## config.mk

```make
export PLATFORM = sky130hd
export DESIGN_NAME = enemy_formation
export DESIGN_NICKNAME = d
export VERILOG_FILES = /design/src/rtl/enemy_formation.sv
export SDC_FILE = /design/constraint.sdc
export NUM_CORES = 1
export LEC_CHECK = 0
export ABC_CLOCK_PERIOD_IN_PS = 7640
export CORE_AREA = 2 2 528 530
export DETAILED_ROUTE_END_ITERATION = 6
export DIE_AREA = 0 0 530 532
export PLACE_DENSITY_LB_ADDON = 0.25
export SLEW_MARGIN = 20
export SYNTH_ARGS = -nofsm -noshare
export SYNTH_HDL_FRONTEND = slang
export SYNTH_SLANG_ARGS = --single-unit
```

## constraint.sdc

```tcl
create_clock -name clk -period 7.64 [get_ports clk]
set_input_delay 1.146 -clock clk [delete_from_list [all_inputs] [get_ports clk]]
set_output_delay 1.146 -clock clk [all_outputs]
set_load 0.005 [all_outputs]
```

## src/rtl/enemy_formation.sv

```systemverilog
// rtl/enemy_formation.sv - enemy grid formation controller: march, descend, kill handshake
package enemy_formation_pkg;
    typedef struct packed {
        logic        alive;
        logic [11:0] x;
        logic [11:0] y;
        logic [1:0]  id;
    } enemy_t;
endpackage

module enemy_formation
    import enemy_formation_pkg::*;
#(
    parameter int NB_ENEMY_Y   = 10,
    parameter int NB_ENEMY_X   = 5,
    parameter int ENEMY_WIDTH  = 32,
    parameter int ENEMY_HEIGHT = 32,
    parameter int SPACING_X    = 48,
    parameter int SPACING_Y    = 36,
    parameter int ORIGIN_X     = 16,
    parameter int ORIGIN_Y     = 8,
    parameter int STEP_X       = 4,
    parameter int STEP_Y       = 16,
    parameter int SCREEN_WIDTH = 800,
    parameter int FLOOR_Y      = 440
) (
    input  logic       clk,
    input  logic       rst_n,
    input  logic       start,
    input  logic       move_tick,
    input  logic       kill_valid,
    input  logic [3:0] kill_row,
    input  logic [2:0] kill_col,
    output logic       kill_ready,
    output logic       kill_hit,
    output enemy_t     enemies [NB_ENEMY_Y][NB_ENEMY_X],
    output logic [6:0] alive_count,
    output logic       all_dead,
    output logic       reached_bottom
);
    localparam logic [1:0] S_IDLE    = 2'd0;
    localparam logic [1:0] S_MARCH   = 2'd1;
    localparam logic [1:0] S_CLEARED = 2'd2;
    localparam logic [1:0] S_BOTTOM  = 2'd3;

    logic [1:0]  state;
    logic [NB_ENEMY_Y-1:0][NB_ENEMY_X-1:0] alive;
    logic [11:0] ox, oy;
    logic        dir_left;
    logic [4:0]  tick_cnt;

    logic [NB_ENEMY_X-1:0] col_any;
    logic [NB_ENEMY_Y-1:0] row_any;
    int          lc, rc, lr;
    logic [4:0]  period;
    logic        do_move, kill_fire, in_range, hit_floor;
    logic [11:0] ox_next, oy_next;
    logic        dir_next;

    assign kill_ready     = (state == S_MARCH);
    assign all_dead       = (state == S_CLEARED);
    assign reached_bottom = (state == S_BOTTOM);

    always_comb begin
        col_any = '0;
        row_any = '0;
        lc = 0;
        rc = 0;
        lr = 0;
        for (int r = 0; r < NB_ENEMY_Y; r++)
            for (int c = 0; c < NB_ENEMY_X; c++)
                if (alive[r][c]) begin
                    col_any[c] = 1'b1;
                    row_any[r] = 1'b1;
                end
        for (int c = NB_ENEMY_X - 1; c >= 0; c--)
            if (col_any[c]) lc = c;
        for (int c = 0; c < NB_ENEMY_X; c++)
            if (col_any[c]) rc = c;
        for (int r = 0; r < NB_ENEMY_Y; r++)
            if (row_any[r]) lr = r;
    end

    // Counter may sit above period-1 after kills shrink the period; >= keeps it from wrapping.
    assign period  = 5'(alive_count >> 3) + 5'd1;
    assign do_move = (state == S_MARCH) && move_tick && (tick_cnt >= period - 5'd1);

    always_comb begin
        ox_next  = ox;
        oy_next  = oy;
        dir_next = dir_left;
        if (!dir_left) begin
            if ({1'b0, ox} + 13'(rc * SPACING_X + ENEMY_WIDTH + STEP_X) > 13'(SCREEN_WIDTH)) begin
                oy_next  = oy + 12'(STEP_Y);
                dir_next = 1'b1;
            end else begin
                ox_next = ox + 12'(STEP_X);
            end
        end else begin
            if ({1'b0, ox} + 13'(lc * SPACING_X) < 13'(STEP_X)) begin
                oy_next  = oy + 12'(STEP_Y);
                dir_next = 1'b0;
            end else begin
                ox_next = ox - 12'(STEP_X);
            end
        end
        hit_floor = ({1'b0, oy_next} + 13'(lr * SPACING_Y + ENEMY_HEIGHT)) >= 13'(FLOOR_Y);
    end

    assign in_range  = (int'(kill_row) < NB_ENEMY_Y) && (int'(kill_col) < NB_ENEMY_X);
    assign kill_fire = kill_valid && kill_ready && in_range && alive[kill_row][kill_col];

    always_ff @(posedge clk or negedge rst_n) begin
        if (!rst_n) begin
            state       <= S_IDLE;
            alive       <= '0;
            ox          <= '0;
            oy          <= '0;
            dir_left    <= 1'b0;
            tick_cnt    <= '0;
            alive_count <= '0;
            kill_hit    <= 1'b0;
        end else begin
            kill_hit <= 1'b0;
            if (start) begin
                state       <= S_MARCH;
                alive       <= '1;
                ox          <= 12'(ORIGIN_X);
                oy          <= 12'(ORIGIN_Y);
                dir_left    <= 1'b0;
                tick_cnt    <= '0;
                alive_count <= 7'(NB_ENEMY_Y * NB_ENEMY_X);
            end else if (state == S_MARCH) begin
                if (do_move) begin
                    ox       <= ox_next;
                    oy       <= oy_next;
                    dir_left <= dir_next;
                    tick_cnt <= '0;
                end else if (move_tick) begin
                    tick_cnt <= tick_cnt + 5'd1;
                end
                if (kill_fire) begin
                    alive[kill_row][kill_col] <= 1'b0;
                    alive_count               <= alive_count - 7'd1;
                    kill_hit                  <= 1'b1;
                end
                if (kill_fire && alive_count == 7'd1)
                    state <= S_CLEARED;
                else if (do_move && hit_floor)
                    state <= S_BOTTOM;
            end
        end
    end

    // Renderer view is derived from registered origin/bitmap; zeroed until first load.
    always_comb begin
        for (int r = 0; r < NB_ENEMY_Y; r++)
            for (int c = 0; c < NB_ENEMY_X; c++) begin
                enemies[r][c].alive = alive[r][c];
                enemies[r][c].x     = (state != S_IDLE) ? ox + 12'(c * SPACING_X) : 12'd0;
                enemies[r][c].y     = (state != S_IDLE) ? oy + 12'(r * SPACING_Y) : 12'd0;
                enemies[r][c].id    = 2'(r % 3);
            end
    end
endmodule

```

==> impl_results.html <==
<table>
<tr><th>Metric</th><th>Value</th></tr>
<tr><th colspan="2">Worst setup path</th></tr>
<tr><td>CP Capture Type</td><td>flip-flop</td></tr>
<tr><td>Worst-path cell with the longest stage delay</td><td>sky130_fd_sc_hd__nor4_1</td></tr>
<tr><td>Max incr delay on CP</td><td>0.57 ns</td></tr>
<tr><td>Worst reg2reg startpoint</td><td>enemies[1268]</td></tr>
<tr><td>Destination of the worst register-to-register timing path</td><td>state[1]</td></tr>
<tr><td>Biggest fanout along the worst timing path</td><td>14</td></tr>
<tr><td>Data required, critical path</td><td>around 8 ns</td></tr>
<tr><td>Data arrival, critical path</td><td>about 7 ns</td></tr>
<tr><td>Element type at the critical path start</td><td>flip-flop</td></tr>
<tr><td>Kind of cell with the highest combined delay on the critical path</td><td>compound AO/OA/AOI/OAI gates</td></tr>
<tr><td>Worst Reg2Reg Path Length in Cells</td><td>25</td></tr>
<tr><td>Combined buffer and inverter count along the critical path</td><td>3</td></tr>
<tr><td>Setup Crit Path Kind</td><td>reg2reg</td></tr>
<tr><td>R2R Setup Slk</td><td>roughly 0.7 ns</td></tr>
<tr><td>Most frequent CP cell</td><td>sky130_fd_sc_hd__ha_1</td></tr>
<tr><th colspan="2">Route</th></tr>
<tr><td>DRC Markers</td><td>0</td></tr>
<tr><td>Number of DRC markers in iteration 0</td><td>between 500 and 600</td></tr>
<tr><td>Via count</td><td>13600</td></tr>
<tr><td>First-pass detailed-route iteration total</td><td>4</td></tr>
<tr><td>Vias per cell</td><td>about 2.2</td></tr>
<tr><td>Mean routed wirelength per cell</td><td>16.6 um</td></tr>
<tr><td>Total length of routed wires</td><td>101 mm</td></tr>
<tr><td>Final ANT Viol Nets</td><td>0</td></tr>
<tr><th colspan="2">Cells and area</th></tr>
<tr><td>Post-layout nets</td><td>2471</td></tr>
<tr><td>Total area of sequential cells</td><td>2130 um^2</td></tr>
<tr><td>Total of fill cells in the finished design</td><td>between 30000 and 40000</td></tr>
<tr><td>Fraction of final layout cells sized beyond drive strength 1</td><td>5.94%</td></tr>
<tr><td>Growth of design area from synthesis to finish</td><td>48.1%</td></tr>
<tr><td>Multi-input combinational cell area</td><td>around 6700 um^2</td></tr>
<tr><th colspan="2">Clocking</th></tr>
<tr><td>Number of levels in the clock H-tree</td><td>3</td></tr>
<tr><td># clock sinks</td><td>85</td></tr>
<tr><td>Hold buffer count at CTS</td><td>0</td></tr>
<tr><td>CTS Buffer Depth</td><td>2</td></tr>
<tr><td>Clock tree from TritonCTS</td><td>yes</td></tr>
<tr><td>Num CTS Buffers</td><td>9</td></tr>
<tr><td>Clock slew at the register clock pins of the worst setup and hold paths</td><td>0.07 ns</td></tr>
<tr><td>Buffer type at the clock tree root</td><td>sky130_fd_sc_hd__clkbuf_16</td></tr>
<tr><td>Clock latency on the worst-skew pair</td><td>roughly 0.4 ns</td></tr>
<tr><td>Buffer count from post-CTS setup fixing</td><td>0</td></tr>
<tr><td>Number of gates resized after CTS</td><td>0</td></tr>
<tr><th colspan="2">Floorplan</th></tr>
<tr><td>Boundary Pins</td><td>between 1000 and 1500</td></tr>
<tr><td>Area inside the core boundary</td><td>around 280000 um^2</td></tr>
<tr><td>Die Area</td><td>282000 um^2</td></tr>
<tr><td>Die height</td><td>between 500 and 600 um</td></tr>
<tr><td>Die outline width</td><td>about 530 um</td></tr>
<tr><td>Starting utilization of the core area</td><td>6.11%</td></tr>
<tr><td>Count of standard-cell rows</td><td>between 150 and 200</td></tr>
<tr><th colspan="2">STA</th></tr>
<tr><td>Final worst clock skew</td><td>0.0164 ns</td></tr>
<tr><td>Transition time at the pin with the least slew margin</td><td>between 1 and 1.5 ns</td></tr>
<tr><td>Period minus WS final</td><td>6.96 ns</td></tr>
<tr><td>Slew HR</td><td>approximately 20%</td></tr>
<tr><td>Setup TNS after final layout</td><td>0 ns</td></tr>
<tr><td>Setup violation total in the final timing report</td><td>0</td></tr>
<tr><td>Max Slew Vio Count</td><td>0</td></tr>
<tr><td>Setup repair after global routing missed its margin</td><td>no</td></tr>
<tr><td>Final number of hold-violating endpoints</td><td>0</td></tr>
<tr><td>Maximum achievable frequency</td><td>~0.14 GHz</td></tr>
<tr><td>Post-route fraction of the period consumed by the critical path</td><td>between 90% and 100%</td></tr>
<tr><th colspan="2">Job</th></tr>
<tr><td>Number of max-capacitance violations reported</td><td>0</td></tr>
<tr><th colspan="2">Min path</th></tr>
<tr><td>Hold WC Path Type</td><td>reg2reg</td></tr>
<tr><td>Endpoint, Worst Hold</td><td>alive_count[1]</td></tr>
<tr><td>Count of cells along the worst hold path</td><td>2</td></tr>
<tr><td>Worst min-delay path startpoint</td><td>alive_count[1]</td></tr>
<tr><th colspan="2">Synth</th></tr>
<tr><td>Count of yosys warnings during synthesis</td><td>0</td></tr>
<tr><td>Count of flip-flops with a built-in enable after synthesis</td><td>0</td></tr>
<tr><td>Most instantiated library cell after synthesis</td><td>sky130_fd_sc_hd__buf_4</td></tr>
<tr><td>Share of flip-flops with an asynchronous set or reset after synthesis</td><td>between 90% and 100%</td></tr>
<tr><td>Post-synth top area cell</td><td>sky130_fd_sc_hd__buf_4</td></tr>
<tr><td>Post-synth cell types</td><td>between 70 and 80</td></tr>
<tr><td>Syn avg cell area</td><td>7.71 um^2</td></tr>
<tr><td>Post-synthesis sequential element count</td><td>85</td></tr>
<tr><td>Most common flop cell mapped by yosys</td><td>sky130_fd_sc_hd__dfrtp_1</td></tr>
<tr><td>Post-Syn Instances</td><td>2186</td></tr>
<tr><td>Register area share after synthesis</td><td>about an eighth</td></tr>
<tr><td>Most area-consuming cells after synthesis</td><td>sky130_fd_sc_hd__buf_4 53%, sky130_fd_sc_hd__dfrtp_1 13%, sky130_fd_sc_hd__ha_1 5.3%</td></tr>
<tr><td>Proportion of netlist area held by the largest area contributor</td><td>roughly 53%</td></tr>
<tr><td>Ranking of synthesized cells by instance count</td><td>1186 x sky130_fd_sc_hd__buf_4, 165 x sky130_fd_sc_hd__nor2_1, 88 x sky130_fd_sc_hd__a21oi_1</td></tr>
<tr><td>Summed instance area of the synthesized netlist</td><td>roughly 17000 um^2</td></tr>
<tr><th colspan="2">GRT</th></tr>
<tr><td>Overall global routing resource usage</td><td>under 10%</td></tr>
<tr><td>Vias in the first global route</td><td>around 12000</td></tr>
<tr><td>Number of antenna violations at the first check in global routing</td><td>19</td></tr>
<tr><td>Overflow left after global routing</td><td>0</td></tr>
<tr><td>Wire length of the first global-routing pass</td><td>~130 mm</td></tr>
<tr><td>Largest net degree at the start of global routing</td><td>55</td></tr>
<tr><th colspan="2">Outcome</th></tr>
<tr><td>Outcome</td><td>finished clean</td></tr>
<tr><th colspan="2">Pwr</th></tr>
<tr><td>Static Leak</td><td>8.40 nW</td></tr>
<tr><td>Overall power consumption</td><td>roughly 0.0011 W</td></tr>
<tr><td>Power Density</td><td>42.5 nW/um^2</td></tr>
<tr><td>Max IR drop VDD</td><td>between 0.1 and 0.15 mV</td></tr>
<tr><th colspan="2">Place</th></tr>
<tr><td>Post-DP HPWL</td><td>between 80 and 90 mm</td></tr>
<tr><td>Gpl congestion</td><td>between 0.7 and 0.8</td></tr>
<tr><td># port buffers</td><td>1047</td></tr>
</table>
==> report_power, final <==
part	leakage [nW]	switching [W]	total, W	internal [W]
clock network	0.136	0.000233	0.000475	0.000242
registers	0.889	0.00000278	0.000454	0.000452
logic	7.37	0.000105	0.000132	0.0000267
total	8.40	0.000341	0.00106	0.000720
==> cell families (layout without fill, tap and decap cells) <==
group | count (synthesis) | in the layout | share of synthesized area, %
buf+inv | 1298 | 1175 | 55.4
simple gates | 393 | 393 | 11.3
compound gates | 249 | 249 | 9.71
flops | 85 | 85 | 12.6
fa+ha+maj | 75 | 75 | 5.70
xor+xnor | 66 | 66 | 3.43
mux | 18 | 18 | 1.83
other cells | 2 | 341 | 0.0445
==> through the flow <==
step | hold slack, ns | utilization [%] | instances | instance area [um^2] | setup slack [ns]
6_report | 0.548 | 9.06 | 6107 | 25000 | 0.680
5_1_grt | 0.604 | 9.04 | 6095 | 24900 | 0.0915
4_1_cts | 0.557 | 9.04 | 6094 | 24900 | 0.755
3_5_place_dp | 0.538 | 8.93 | 6078 | 24600 | 0.821
3_3_place_gp | 0.532 | 8.92 | 6078 | 24600 | 0.904
2_1_floorplan | 0.521 | - | 2512 | 18100 | 1.88
==> routing by layer <==
metal / global-route usage, % / part of all wire (%) / vias to the layer above
met4: 1.44 / 1.9 / 2
met5: 0 / 0.0089 / -
li1: - / - / 6055
met1: 8.39 / 42 / 6617
met3: 0.983 / 5.9 / 46
met2: 12.1 / 50 / 852
==> registers in the layout, summed over array words and instances (netlist names) <==
signal	count
state	2
enemies	50
kill_hit	1
dir_left	1
ox	10
oy	9
tick_cnt	5
alive_count	7
==> cell type report <==
type | instances | share of cell area, %
inverters | 47 | 0.711
clock buffers | 11 | 1.01
flip-flops and latches | 85 | 8.53
well taps | 3705 | 18.6
repair buffers | 1112 | 43.9
clock inverters | 5 | 0.170
diodes | 13 | 0.130
multi-input cells | 1129 | 27.0
==> worst max path at each step <==
stage                to  slack (ns)          start  depth (start not counted)
2_1_floorplan  state[1]        1.88   enemies[728]                         24
3_3_place_gp   state[1]        0.90  enemies[1268]                         25
3_5_place_dp   state[1]        0.82  enemies[1268]                         25
4_1_cts        state[1]        0.75  enemies[1268]                         25
5_1_grt        state[1]        0.09  enemies[1133]                         25
6_report       state[1]        0.68  enemies[1268]                         25
==> cells in the final DEF, fill, tap and decap left out, drive strengths merged, types with 22 or more instances in the layout <==
cell type / n
dfrtp: 85
nor2: 165
a31oi: 22
conb: 328
or3: 28
xor2: 27
buf: 68
o21ai: 51
xnor2: 39
nand2: 58
nand3: 29
clkdlybuf4s50: 1044
inv: 46
a21oi: 88
ha: 72
==> worst register-to-register path, stage by stage (launching register included) <==
cell,delay [ns]
sky130_fd_sc_hd__dfrtp_1,0.42
sky130_fd_sc_hd__nor4_1,0.57
sky130_fd_sc_hd__nand3_1,0.33
sky130_fd_sc_hd__or2_2,0.38
sky130_fd_sc_hd__o21bai_1,0.17
sky130_fd_sc_hd__ha_1,0.28
sky130_fd_sc_hd__inv_1,0.05
sky130_fd_sc_hd__ha_1,0.34
sky130_fd_sc_hd__a211oi_1,0.37
sky130_fd_sc_hd__o21ai_0,0.15
sky130_fd_sc_hd__a221oi_1,0.31
sky130_fd_sc_hd__a211oi_2,0.14
sky130_fd_sc_hd__o41ai_2,0.35
sky130_fd_sc_hd__buf_4,0.27
sky130_fd_sc_hd__nand2_1,0.14
sky130_fd_sc_hd__xnor2_1,0.16
sky130_fd_sc_hd__ha_1,0.31
sky130_fd_sc_hd__inv_1,0.06
sky130_fd_sc_hd__fa_1,0.46
sky130_fd_sc_hd__nand2b_1,0.18
sky130_fd_sc_hd__a211oi_1,0.39
sky130_fd_sc_hd__nor4bb_1,0.27
sky130_fd_sc_hd__or3_1,0.15
sky130_fd_sc_hd__nor2_1,0.05
sky130_fd_sc_hd__a2111oi_0,0.39
sky130_fd_sc_hd__o41ai_1,0.12
(Power assumes the default switching activity.)
